**src/rtl/rx_detector.sv**
```systemverilog
// Integrate-and-dump receiver: sums SAMPLES_PER_SYM channel samples and emits a hard +1/-1 decision.
// Optional error counter against a reference symbol is enabled by `define RX_ERR_COUNT_EN.
//   state  | meaning
//   IDLE   | no samples of the current symbol captured yet
//   ACCUM  | partial symbol in the accumulator
//   DECIDE | decision outputs valid this cycle; a capture here starts the next symbol
module rx_detector #(
    parameter  int DATA_W          = 12,
    parameter  int SAMPLES_PER_SYM = 4,
    localparam int ACC_W           = DATA_W + $clog2(SAMPLES_PER_SYM)
) (
    input  logic                    clk,
    input  logic                    reset,
    input  logic                    chan_done,
    input  logic signed [DATA_W-1:0] chan_out,
    input  logic                    rx_clear,
`ifdef RX_ERR_COUNT_EN
    input  logic signed [1:0]       ref_symbol,
    output logic [15:0]             err_count,
`endif
    output logic                    rx_valid,
    output logic                    rx_bit,
    output logic signed [1:0]       rx_symbol,
    output logic signed [ACC_W-1:0] rx_metric,
    output logic [6:0]              sample_cnt
);

    typedef enum logic [1:0] {IDLE, ACCUM, DECIDE} state_t;

    localparam logic [6:0] SPS = 7'(SAMPLES_PER_SYM);

    state_t                  state_q, state_d;
    logic                    done_q, done_d;
    logic signed [ACC_W-1:0] acc_q, acc_d;
    logic [6:0]              cnt_q, cnt_d;
    logic                    rx_valid_q, rx_valid_d;
    logic                    rx_bit_q, rx_bit_d;
    logic signed [1:0]       rx_symbol_q, rx_symbol_d;
    logic signed [ACC_W-1:0] rx_metric_q, rx_metric_d;

    logic                    capture;
    logic signed [ACC_W-1:0] sample_ext, acc_sum;
    logic [6:0]              cnt_inc;

    assign capture    = chan_done & ~done_q;
    assign sample_ext = ACC_W'(chan_out);
    assign done_d     = chan_done;

    // The decision is registered on the edge that captures the final sample, so the
    // outputs are already valid during the single DECIDE cycle.
    always_comb begin
        state_d     = state_q;
        acc_d       = acc_q;
        cnt_d       = cnt_q;
        rx_valid_d  = 1'b0;
        rx_bit_d    = rx_bit_q;
        rx_symbol_d = rx_symbol_q;
        rx_metric_d = rx_metric_q;
        acc_sum     = (state_q == ACCUM) ? acc_q + sample_ext : sample_ext;
        cnt_inc     = (state_q == ACCUM) ? cnt_q + 7'd1 : 7'd1;

        if (state_q == DECIDE) begin
            acc_d   = '0;
            cnt_d   = '0;
            state_d = IDLE;
        end

        if (rx_clear) begin
            acc_d   = '0;
            cnt_d   = '0;
            state_d = IDLE;
        end else if (capture) begin
            acc_d = acc_sum;
            cnt_d = cnt_inc;
            if (cnt_inc == SPS) begin
                state_d     = DECIDE;
                rx_valid_d  = 1'b1;
                rx_metric_d = acc_sum;
                if (acc_sum != '0) begin
                    rx_bit_d = ~acc_sum[ACC_W-1];
                end
                rx_symbol_d = rx_bit_d ? 2'sb01 : 2'sb11;
            end else begin
                state_d = ACCUM;
            end
        end
    end

    always_ff @(posedge clk or negedge reset) begin
        if (!reset) begin
            state_q     <= IDLE;
            done_q      <= 1'b0;
            acc_q       <= '0;
            cnt_q       <= '0;
            rx_valid_q  <= 1'b0;
            rx_bit_q    <= 1'b0;
            rx_symbol_q <= '0;
            rx_metric_q <= '0;
        end else begin
            state_q     <= state_d;
            done_q      <= done_d;
            acc_q       <= acc_d;
            cnt_q       <= cnt_d;
            rx_valid_q  <= rx_valid_d;
            rx_bit_q    <= rx_bit_d;
            rx_symbol_q <= rx_symbol_d;
            rx_metric_q <= rx_metric_d;
        end
    end

`ifdef RX_ERR_COUNT_EN
    logic [15:0] err_q, err_d;

    always_comb begin
        err_d = err_q;
        if (state_q == DECIDE && rx_symbol_q != ref_symbol && err_q != 16'hFFFF) begin
            err_d = err_q + 16'd1;
        end
    end

    always_ff @(posedge clk or negedge reset) begin
        if (!reset) begin
            err_q <= '0;
        end else begin
            err_q <= err_d;
        end
    end

    assign err_count = err_q;
`endif

    assign rx_valid   = rx_valid_q;
    assign rx_bit     = rx_bit_q;
    assign rx_symbol  = rx_symbol_q;
    assign rx_metric  = rx_metric_q;
    assign sample_cnt = cnt_q;

endmodule

```
**config.mk**
```make
export PLATFORM = sky130hd
export DESIGN_NAME = rx_detector
export DESIGN_NICKNAME = d
export VERILOG_FILES = /design/src/rtl/rx_detector.sv
export SDC_FILE = /design/constraint.sdc
export NUM_CORES = 1
export LEC_CHECK = 0
export CAP_MARGIN = 25
export CORE_MARGIN = 8
export CORE_UTILIZATION = 49
export DETAILED_ROUTE_END_ITERATION = 12
export PLACE_DENSITY = 0.8
export RECOVER_POWER = 50
export SYNTH_ARGS = -nofsm -noshare
export SYNTH_HDL_FRONTEND = slang
export SYNTH_SLANG_ARGS = --single-unit
export TNS_END_PERCENT = 5
```
**constraint.sdc**
```tcl
create_clock -name clk -period 2.53 [get_ports clk]
set_clock_uncertainty 0.05 [all_clocks]
set_input_delay 0.6325 -clock clk [delete_from_list [all_inputs] [get_ports clk]]
set_output_delay 0.6325 -clock clk [all_outputs]
set_load 0.02 [all_outputs]
```
==> results of run 1 <==
[power by group]
| part | switching [W] | internal, W |
|---|---|---|
| Clock | 0.000241 | 0.000226 |
| Combinational | 0.000220 | 0.000221 |
| Sequential | 0.0000166 | 0.000686 |
[per-stage QoR]
stage,cells,power [W],setup slack (ns),hold slack (ns)
floorplan,271,0.0009023,-0.2042,0.2869
global placement,422,0.001081,-0.8901,0.4002
detailed placement,422,0.001091,-1.035,0.4050
CTS,435,0.001593,-0.1427,0.2066
global route,438,0.001690,-0.3167,0.4490
finish,438,0.001610,-0.2058,0.4163
[layout make-up]
type / instances / area, µm²
fillers: 367 / 1276
clock inverters: 1 / 8.758
well taps: 70 / 87.58
repair buffers: 100 / 855.8
flip-flops and latches: 42 / 1052
inverters: 6 / 22.52
multi-input cells: 212 / 1718
clock buffers: 7 / 86.33
[logic make-up (layout without fill, tap and decap cells)]
logic type,Yosys count,count (layout)
DFF,42,42
muxes,11,11
buffers and inverters,17,114
and+or+nand+nor,93,93
adders and majority gates,15,15
AOI/OAI and AO/OA,84,84
xor gates and xnor gates,9,9
[layout by cell type, fill, tap and decap left out, types with 3 or more instances in the layout]
cell and instances:
o21a_1 5, a22o_1 10, o21ai_0 13, nand2_1 32
nand2b_1 3, and3_1 3, dfrtp_1 41, o21ai_2 3
a21o_1 5, nand3_1 8, xnor2_1 5, and3_4 3
inv_1 5, a21oi_1 14, clkdlybuf4s50_1 30, nor2_1 13
ha_1 4, nand3b_1 3, o21ai_1 6, clkbuf_8 6
buf_6 4, a21oi_2 5, mux2_1 3, buf_4 54
mux2_2 3, nor3_1 6, mux2i_1 4, or3_1 3
clkbuf_1 5, ha_4 10
[path summary, 6_finish.rpt]
path                       slack, ns                     start                        end  cells after the start
min reg2reg                     0.42  rx_symbol[0]$_DFFE_PN0P_   rx_symbol[0]$_DFFE_PN0P_                      1
max reg2reg                    -0.21      acc_q[0]$_DFFE_PN0P_   rx_symbol[1]$_DFFE_PN0P_                     12
min in group clk                0.42  rx_symbol[0]$_DFFE_PN0P_   rx_symbol[0]$_DFFE_PN0P_                      1
max in group asynchronous       0.82                     reset   rx_metric[9]$_DFFE_PN0P_                      2
min                             0.42                     reset  sample_cnt[5]$_DFFE_PN0P_                      1
max                            -0.21      acc_q[0]$_DFFE_PN0P_   rx_symbol[1]$_DFFE_PN0P_                     12
[sequential cells by signal (all words and copies together), names as in the netlist, named ones only]
| register | cells |
|---|---|
| acc_q | 14 |
| state_q | 2 |
| sample_cnt | 7 |
| rx_symbol | 2 |
| done_q | 1 |
| rx_metric | 14 |
| rx_valid | 1 |
[worst reg2reg max path: cells and delay by family (launching register included)]
kind | cells | cell delay (ns)
buffers and inverters | 2 | 0.19
DFF | 1 | 0.40
AOI/OAI and AO/OA | 3 | 0.54
muxes | 1 | 0.28
adders and majority gates | 2 | 0.56
and+or+nand+nor | 4 | 0.61
[routing by layer]
layer	global-route usage (%)	up-vias	wire (µm)
met3	3.993	16	447
li1	-	1205	-
met1	24.94	1236	3275
met5	0	-	0
met4	7.834	0	142
met2	35.44	77	3853
[timing repair]
item / 4_1_cts / 5_1_grt
hold endpoints to repair: 0 / 0
endpoints found under the setup margin: 20 / 19
gates resized for setup: 52 / 18
pin swaps: 23 / 19
buffers inserted: 5 / 3
==> impl_metrics.env, run 1 <==
export IMPL_rows=26
export IMPL_grt_pass1_vias=2619
export IMPL_end_kind="flip-flop"
export IMPL_maxCapViolations=0
export IMPL_worstPathArrival_ns=2.88
export IMPL_status="finished with violations"
export IMPL_die_h_um=88.56
export IMPL_via_per_inst=5.785
export IMPL_p_leak_nw=1.740
export IMPL_grt_antenna_before_repair=0
export IMPL_tritoncts="yes"
export IMPL_async_flop_share_pct=100.0
export IMPL_synth_fp_nets=302
export IMPL_dp_final_hpwl_mm=5.480
export IMPL_tightest_slew_ns=0.9812
export IMPL_grt_pass1_wl_mm=12.62
export IMPL_synth_most_common_cell="dfrtp_1"
export IMPL_initial_core_util_pct=50.51
export IMPL_initialDrtViolationCount=114
export IMPL_path_class="flip-flop to flip-flop"
export IMPL_routed_wirelength_mm=7.718
export IMPL_die_w_um=88.56
export IMPL_critPathLaunchType="flip-flop"
export IMPL_max_freq_mhz=365.5
export IMPL_clock_path_buffers=2
export IMPL_synth_seq_cells=42
export IMPL_cp_cell_sequence="ha_4 > inv_2 > fa_2 > nor2b_4 > o31a_1 > buf_4 > o21a_1 > mux2i_1 > nor3_1 > and3_4 > and4b_1 > o22a_1"
export IMPL_synth_ff_type="dfrtp_1"
export IMPL_fin_util_pct=75.01
export IMPL_area_growth_syn_to_layout_pct=48.50
export IMPL_synth_xor_xnor_area_share_pct=3.589
export IMPL_post_route_period_util_pct=108.1
export IMPL_cts_sinks=42
export IMPL_final_area_um2=3831
export IMPL_worstPathRequired_ns=2.68
export IMPL_synth_top_area_share_pct=40.74
export IMPL_crit_slowest_cell="fa_2"
export IMPL_drive_gt1_share_pct=30.98
export IMPL_grt_setup_unrepaired="yes"
export IMPL_synthMuxAreaShare_pct=4.607
export IMPL_io_buffer_count=40
export IMPL_pin_count=41
export IMPL_grt_max_degree=28
export IMPL_synth_compound_area_share_pct=22.60
export IMPL_cp_buffers_inverters=2
export IMPL_h_tree_depth=2
export IMPL_netlist_instances=271
export IMPL_diodes=0
export IMPL_yosys_top_cells_count="42 x dfrtp_1, 33 x nand2_1, 19 x a21oi_1"
export IMPL_placed_area_um2=3510
export IMPL_cp_top_family="simple AND/OR/NAND/NOR gates"
export IMPL_setup_tns_ns=-0.8086
export IMPL_grt_util_all_layers_pct=20.69
export IMPL_finalCriticalPeriod_ns=2.736
export IMPL_via_count=2534
export IMPL_synthDistinctLibCells=52
export IMPL_synth_top_family_by_area="compound AO/OA/AOI/OAI gates"
export IMPL_yosys_top_cells_area="dfrtp_1 41%, ha_1 6.8%, nand2_1 4.8%"
export IMPL_gp_congestion=0.8759
export IMPL_finalMaxSlewViolations=0
export IMPL_path_clk_slew_ns=0.09
export IMPL_wire_per_inst_um=17.62
export IMPL_coreArea_um2=5107
export IMPL_relSlewSlack_pct=34.59
export IMPL_drt_pre_antenna_iters=4
export IMPL_grt_overflow=0
export IMPL_finalNetCount=398
export IMPL_cts_buffers=5
export IMPL_hold_buffers=0
export IMPL_dieArea_um2=7843
export IMPL_hold_viol_final=0
export IMPL_yosys_warnings=0
export IMPL_fin_ws_ns=-0.2058
export IMPL_path_max_fanout=4
export IMPL_synth_adder_area_share_pct=7.565
export IMPL_drcViolationCount=0
export IMPL_powerDensity_nw_per_um2=420.3
export IMPL_synth_edf_count=0
export IMPL_synth_simple_gate_area_share_pct=18.33
export IMPL_violations="setup timing"
export IMPL_syn_avg_cell_area_um2=9.520
export IMPL_ys_seq_area_share_pct=40.74
export IMPL_mappedNetlistArea_um2=2580
export IMPL_synth_top_area_cell="dfrtp_1"
export IMPL_hold_class="input pin to async pin"
export IMPL_ant_nets=0
export IMPL_insertion_delay_ns=0.30
export IMPL_finalSetupViolations=10
export IMPL_ir_drop_mv=0.2878
export IMPL_slowest_delay_ns=0.41
export IMPL_cts_root_buffer="clkbuf_8"
No activity file was read; power rests on OpenSTA's default activity.
==> inputs of run 2 (changes only) <==
--- a/config.mk
+++ b/config.mk
@@ -6,10 +6,11 @@
 export NUM_CORES = 1
 export LEC_CHECK = 0
 export CAP_MARGIN = 25
+export CORE_ASPECT_RATIO = 1.5
 export CORE_MARGIN = 8
-export CORE_UTILIZATION = 49
+export CORE_UTILIZATION = 50
 export DETAILED_ROUTE_END_ITERATION = 12
-export PLACE_DENSITY = 0.8
+export PLACE_DENSITY = 0.78
 export RECOVER_POWER = 50
 export SYNTH_ARGS = -nofsm -noshare
 export SYNTH_HDL_FRONTEND = slang
==> constraint.sdc (replaced) <==
create_clock -name clk -period 3.47 [get_ports clk]
set_clock_uncertainty 0.05 [all_clocks]
set_input_delay 0.8675 -clock clk [delete_from_list [all_inputs] [get_ports clk]]
set_output_delay 0.8675 -clock clk [all_outputs]
set_load 0.02 [all_outputs]
==> run 2 against run 1 <==
The run ends with capacitance limit, slew limit left. Combinational power decreased by 44%. Core utilization decreased by 7.2 points. Worst hold slack got worse by 0.0047 ns. Critical path depth unchanged. Setup slack improved by 0.28 ns. Via count decreased by 5.4%. Global-route usage decreased by 2.2 points. First-iteration DRC count increased by 46%. Final cell count decreased by 6.2%. Critical path type is now input pin to flip-flop. Critical endpoint unchanged.
==> impl_metrics.env, run 2 (synthesis results as in run 1) <==
export IMPL_status="finished with violations"
export IMPL_violations="capacitance limit, slew limit"
export IMPL_tightest_slew_ns=2.200
export IMPL_io_buffer_count=40
export IMPL_dpl_cell_count=401
export IMPL_powerDensity_nw_per_um2=323.6
export IMPL_die_w_um=74.65
export IMPL_diodes=0
export IMPL_finalSetupViolations=0
export IMPL_dieArea_um2=7762
export IMPL_grt_antenna_before_repair=0
export IMPL_cp_buffers_inverters=3
export IMPL_grt_max_degree=43
export IMPL_drcViolationCount=0
export IMPL_h_tree_depth=2
export IMPL_drive_gt1_share_pct=17.78
export IMPL_dp_final_hpwl_mm=5.019
export IMPL_fin_util_pct=67.86
export IMPL_hold_viol_final=0
export IMPL_via_per_inst=5.832
export IMPL_ir_drop_mv=0.2450
export IMPL_worstPathRequired_ns=3.66
export IMPL_grt_util_all_layers_pct=18.45
export IMPL_path_class="input pin to flip-flop"
export IMPL_place_ws_ns=-0.2322
export IMPL_worstPathArrival_ns=3.59
export IMPL_final_cell_mix="42 x dfrtp_1, 35 x buf_4, 33 x nand2_1, 32 x clkdlybuf4s50_1, 19 x a21oi_1"
export IMPL_crit_slowest_cell="clkdlybuf4s50_1"
export IMPL_grt_pass1_vias=2492
export IMPL_insertion_delay_ns=0.30
export IMPL_layout_commonest_cell="dfrtp_1"
export IMPL_grt_overflow=0
export IMPL_finalCriticalPeriod_ns=3.395
export IMPL_via_count=2397
export IMPL_cts_buffers=5
export IMPL_coreArea_um2=5045
export IMPL_max_freq_mhz=294.5
export IMPL_cts_root_buffer="clkbuf_8"
export IMPL_cts_sinks=42
export IMPL_nFillCells=430
export IMPL_drt_pre_antenna_iters=4
export IMPL_tritoncts="yes"
export IMPL_hold_class="flip-flop to flip-flop"
export IMPL_end_kind="flip-flop"
export IMPL_post_route_period_util_pct=97.84
export IMPL_finalNetCount=373
export IMPL_cp_top_family="compound AO/OA/AOI/OAI gates"
export IMPL_fin_ws_ns=0.07488
export IMPL_path_clk_slew_ns=0.09
export IMPL_routed_wirelength_mm=6.793
export IMPL_slowest_delay_ns=0.44
export IMPL_grt_pass1_wl_mm=11.53
export IMPL_holdWs_ns=0.4116
export IMPL_rows=32
export IMPL_initialDrtViolationCount=166
export IMPL_critPathLaunchType="input pin"
export IMPL_maxCapViolations=1
export IMPL_path_max_fanout=5
export IMPL_area_growth_syn_to_layout_pct=32.69
export IMPL_pin_count=41
export IMPL_ant_nets=0
export IMPL_initial_core_util_pct=51.14
export IMPL_relSlewSlack_pct=-46.65
export IMPL_p_leak_nw=1.613
export IMPL_die_h_um=104.0
export IMPL_gp_congestion=0.8788
export IMPL_clock_path_buffers=2
export IMPL_cp_cell_sequence="clkdlybuf4s50_1 > ha_1 > buf_4 > nor2b_1 > o31a_1 > buf_4 > o211ai_1 > o211ai_1 > nor3_1 > and3_1 > and4b_1 > o22a_1"
export IMPL_instances_no_fill=411
export IMPL_finalMaxSlewViolations=43
export IMPL_hold_buffers=0
export IMPL_wire_per_inst_um=16.53
## run 2: what timing repair did
item / CTS / global route
buffers inserted: 0 / 2
endpoints found under the setup margin: 0 / 3
hold endpoints to repair: 0 / 0
gates resized for setup: 0 / 9
## run 2: power breakdown
part / total (W) / switching (W) / internal [W] / leakage, nW
Sequential: 0.000509 / 0.00000906 / 0.000500 / 0.578
Combinational: 0.000248 / 0.000132 / 0.000116 / 0.988
Clock: 0.000350 / 0.000186 / 0.000164 / 0.0478
Total: 0.00111 / 0.000328 / 0.000780 / 1.61
## run 2: area by class of cell
class | count | area, µm² | share of cell area, %
Tap cell | 68 | 85.08 | 2.485
Clock buffer | 6 | 82.58 | 2.412
Multi-Input combinational cell | 212 | 1506 | 44.01
Inverter | 6 | 22.52 | 0.6579
Timing Repair Buffer | 75 | 659.4 | 19.26
Sequential cell | 42 | 1051 | 30.70
Clock inverter | 2 | 16.27 | 0.4751
## run 2: final timing paths
path / from / endpoint / slack [ns] / cells past startpoint
setup / recovery: chan_out[2] / rx_symbol[1]$_DFFE_PN0P_ / 0.07 / 12
hold reg to reg: rx_symbol[0]$_DFFE_PN0P_ / rx_symbol[0]$_DFFE_PN0P_ / 0.41 / 1
hold / removal: rx_symbol[0]$_DFFE_PN0P_ / rx_symbol[0]$_DFFE_PN0P_ / 0.41 / 1
min in group asynchronous: reset / rx_symbol[0]$_DFFE_PN0P_ / 1.16 / 1
setup reg to reg: acc_q[1]$_DFFE_PN0P_ / rx_symbol[1]$_DFFE_PN0P_ / 0.68 / 9
max in group asynchronous: reset / rx_metric[10]$_DFFE_PN0P_ / 0.96 / 1
## run 2: through the flow
step                total power, W  instance area (µm²)   TNS, ns
floorplan                0.0006504                 2580         0
global placement         0.0007527                 3271   -0.6355
detailed placement       0.0007572                 3271    -1.013
CTS                       0.001107                 3369         0
global route              0.001164                 3423  -0.01207
finish                    0.001108                 3423         0
## run 2: layer usage
metal / vias to the layer above / share of wire, % / GRT usage (%)
li1: 1144 / - / -
met1: 1177 / 42 / 21.65
met2: 63 / 53 / 31.16
met3: 13 / 4.0 / 2.799
met4: 0 / 1.8 / 8.451
met5: - / 0 / 0
==> inputs of run 3 (changes only) <==
--- a/config.mk
+++ b/config.mk
@@ -10,7 +10,7 @@
 export CORE_MARGIN = 8
 export CORE_UTILIZATION = 50
 export DETAILED_ROUTE_END_ITERATION = 12
-export PLACE_DENSITY = 0.78
+export PLACE_DENSITY = 0.75
 export RECOVER_POWER = 50
 export SYNTH_ARGS = -nofsm -noshare
 export SYNTH_HDL_FRONTEND = slang
==> run 3 against run 2 <==
The flow still finishes with violations (capacitance limit, slew limit). Maximum frequency about the same. Clock power grew 8.9%. Worst hold slack worse by 0.11 ns. Combinational power about the same. Total power rose by 2.8%. Via count fell by 1.4%. Global-route usage rose by 0.21 points. Critical path depth fell by 2. Setup slack about the same. Sequential power is essentially flat. Register-to-register slack got worse by 0.07 ns. First-iteration DRC count fell by 20%.
==> impl_metrics.env, run 3 (synthesis results as in run 1) <==
export IMPL_status="finished with violations"
export IMPL_finalNetCount=373
export IMPL_post_route_period_util_pct=97.84
export IMPL_fin_ws_ns=0.07481
export IMPL_placed_area_um2=3271
export IMPL_p_leak_nw=1.618
export IMPL_path_clk_slew_ns=0.08
export IMPL_worstPathRequired_ns=3.61
export IMPL_dieArea_um2=7762
export IMPL_cp_cell_sequence="clkdlybuf4s50_1 > ha_4 > and3_1 > a2111o_1 > o21a_1 > a31o_2 > xnor2_1 > o21ai_1 > and4b_1 > o22a_1"
export IMPL_hold_viol_final=0
export IMPL_routed_wirelength_mm=6.815
export IMPL_gp_congestion=0.9187
export IMPL_grt_antenna_before_repair=0
export IMPL_initial_core_util_pct=51.14
export IMPL_coreArea_um2=5045
export IMPL_maxCapViolations=1
export IMPL_grt_util_all_layers_pct=18.65
export IMPL_critPathLaunchType="input pin"
export IMPL_grt_overflow=0
export IMPL_drcViolationCount=0
export IMPL_tritoncts="yes"
export IMPL_relSlewSlack_pct=-44.04
export IMPL_powerDensity_nw_per_um2=332.3
export IMPL_grt_pass1_vias=2413
export IMPL_final_area_um2=3427
export IMPL_die_w_um=74.65
export IMPL_clock_path_buffers=2
export IMPL_reg2reg_from="acc_q[1]$_DFFE_PN0P_"
export IMPL_diodes=0
export IMPL_io_buffer_count=40
export IMPL_cts_root_buffer="clkbuf_8"
export IMPL_grt_setup_unrepaired="no"
export IMPL_place_ws_ns=-0.3063
export IMPL_r2r_setup_slack_ns=0.61
export IMPL_via_per_inst=5.749
export IMPL_grt_max_degree=43
export IMPL_dpl_cell_count=401
export IMPL_worstPathArrival_ns=3.54
export IMPL_via_count=2363
export IMPL_hold_class="input pin to async pin"
export IMPL_area_growth_syn_to_layout_pct=32.83
export IMPL_initialDrtViolationCount=132
export IMPL_rr_endpoint="rx_symbol[1]$_DFFE_PN0P_"
export IMPL_layout_commonest_cell="dfrtp_1"
export IMPL_drive_gt1_share_pct=16.03
export IMPL_wire_per_inst_um=16.58
export IMPL_insertion_delay_ns=0.30
export IMPL_finalSetupViolations=0
export IMPL_slowest_delay_ns=0.52
export IMPL_crit_slowest_cell="clkdlybuf4s50_1"
export IMPL_ff2ff_path_depth=9
export IMPL_ant_nets=0
export IMPL_tightest_slew_ns=2.161
export IMPL_violations="capacitance limit, slew limit"
export IMPL_dp_final_hpwl_mm=5.041
export IMPL_rows=32
export IMPL_finalMaxSlewViolations=41
export IMPL_hold_buffers=0
export IMPL_finalPower_w=0.001139
export IMPL_end_kind="flip-flop"
export IMPL_final_cell_mix="42 x dfrtp_1, 33 x nand2_1, 33 x clkdlybuf4s50_1, 33 x buf_4, 19 x a21oi_1"
export IMPL_cts_buffers=5
export IMPL_holdWs_ns=0.3020
export IMPL_die_h_um=104.0
export IMPL_max_freq_mhz=294.5
export IMPL_grt_pass1_wl_mm=11.50
export IMPL_path_max_fanout=4
export IMPL_cts_sinks=42
export IMPL_instances_no_fill=411
export IMPL_drt_pre_antenna_iters=4
export IMPL_pin_count=41
export IMPL_finalCriticalPeriod_ns=3.395
export IMPL_path_class="input pin to flip-flop"
export IMPL_ir_drop_mv=0.2112
export IMPL_h_tree_depth=2
==> run 3: what timing repair did <==
item                                    CTS  global route
buffers inserted                          0             1
endpoints found under the hold margin     0             0
resized for setup                         0             9
endpoints found under the setup margin    0             2
==> run 3: per-stage QoR <==
stage                     TNS [ns]  utilization, %
after floorplan                  0               -
after global placement     -0.9409           64.83
after detailed placement    -1.242           64.83
after CTS                        0           66.94
after global routing             0           67.93
final                            0           67.93
==> run 3: worst max-delay path by stage <==
stage                           start                       end  depth (start not counted)
after CTS                 chan_out[1]  rx_symbol[1]$_DFFE_PN0P_                         10
after global placement    chan_out[3]  rx_symbol[1]$_DFFE_PN0P_                         10
after global routing      chan_out[0]  rx_symbol[1]$_DFFE_PN0P_                         10
after detailed placement  chan_out[1]  rx_symbol[1]$_DFFE_PN0P_                         10
final                     chan_out[2]  rx_symbol[1]$_DFFE_PN0P_                         10
after floorplan           chan_out[3]  rx_symbol[1]$_DFFE_PN0P_                          9
==> run 3: where the power goes <==
group / total [W] / internal [W] / switching, W
Clock: 0.000381 / 0.000215 / 0.000165
Combinational: 0.000248 / 0.000116 / 0.000133
Sequential: 0.000510 / 0.000501 / 0.00000937
==> run 3: worst max-delay path: cells and delay by family <==
kind | cells | cell delay [ns]
AO/OA/AOI/OAI | 5 | 1.37
XOR/XNOR | 1 | 0.13
adder cells (fa/ha/maj) | 1 | 0.22
buffers and inverters | 1 | 0.52
AND/OR/NAND/NOR | 2 | 0.43
==> run 3: layout make-up <==
type / count / area, µm²
Clock inverter: 1 / 30.03
Sequential cell: 42 / 1051
Inverter: 6 / 22.52
Fill cell: 424 / 1618
Multi-Input combinational cell: 212 / 1505
Clock buffer: 7 / 76.32
Timing Repair Buffer: 75 / 656.9
Tap cell: 68 / 85.08
==> run 3: per-layer routing <==
metal  global-route usage, %  routed length [µm]
met1                   22.57                2909
met2                   30.29                3561
met3                   3.475                 226
met4                   8.732                 117
met5                       0                   0
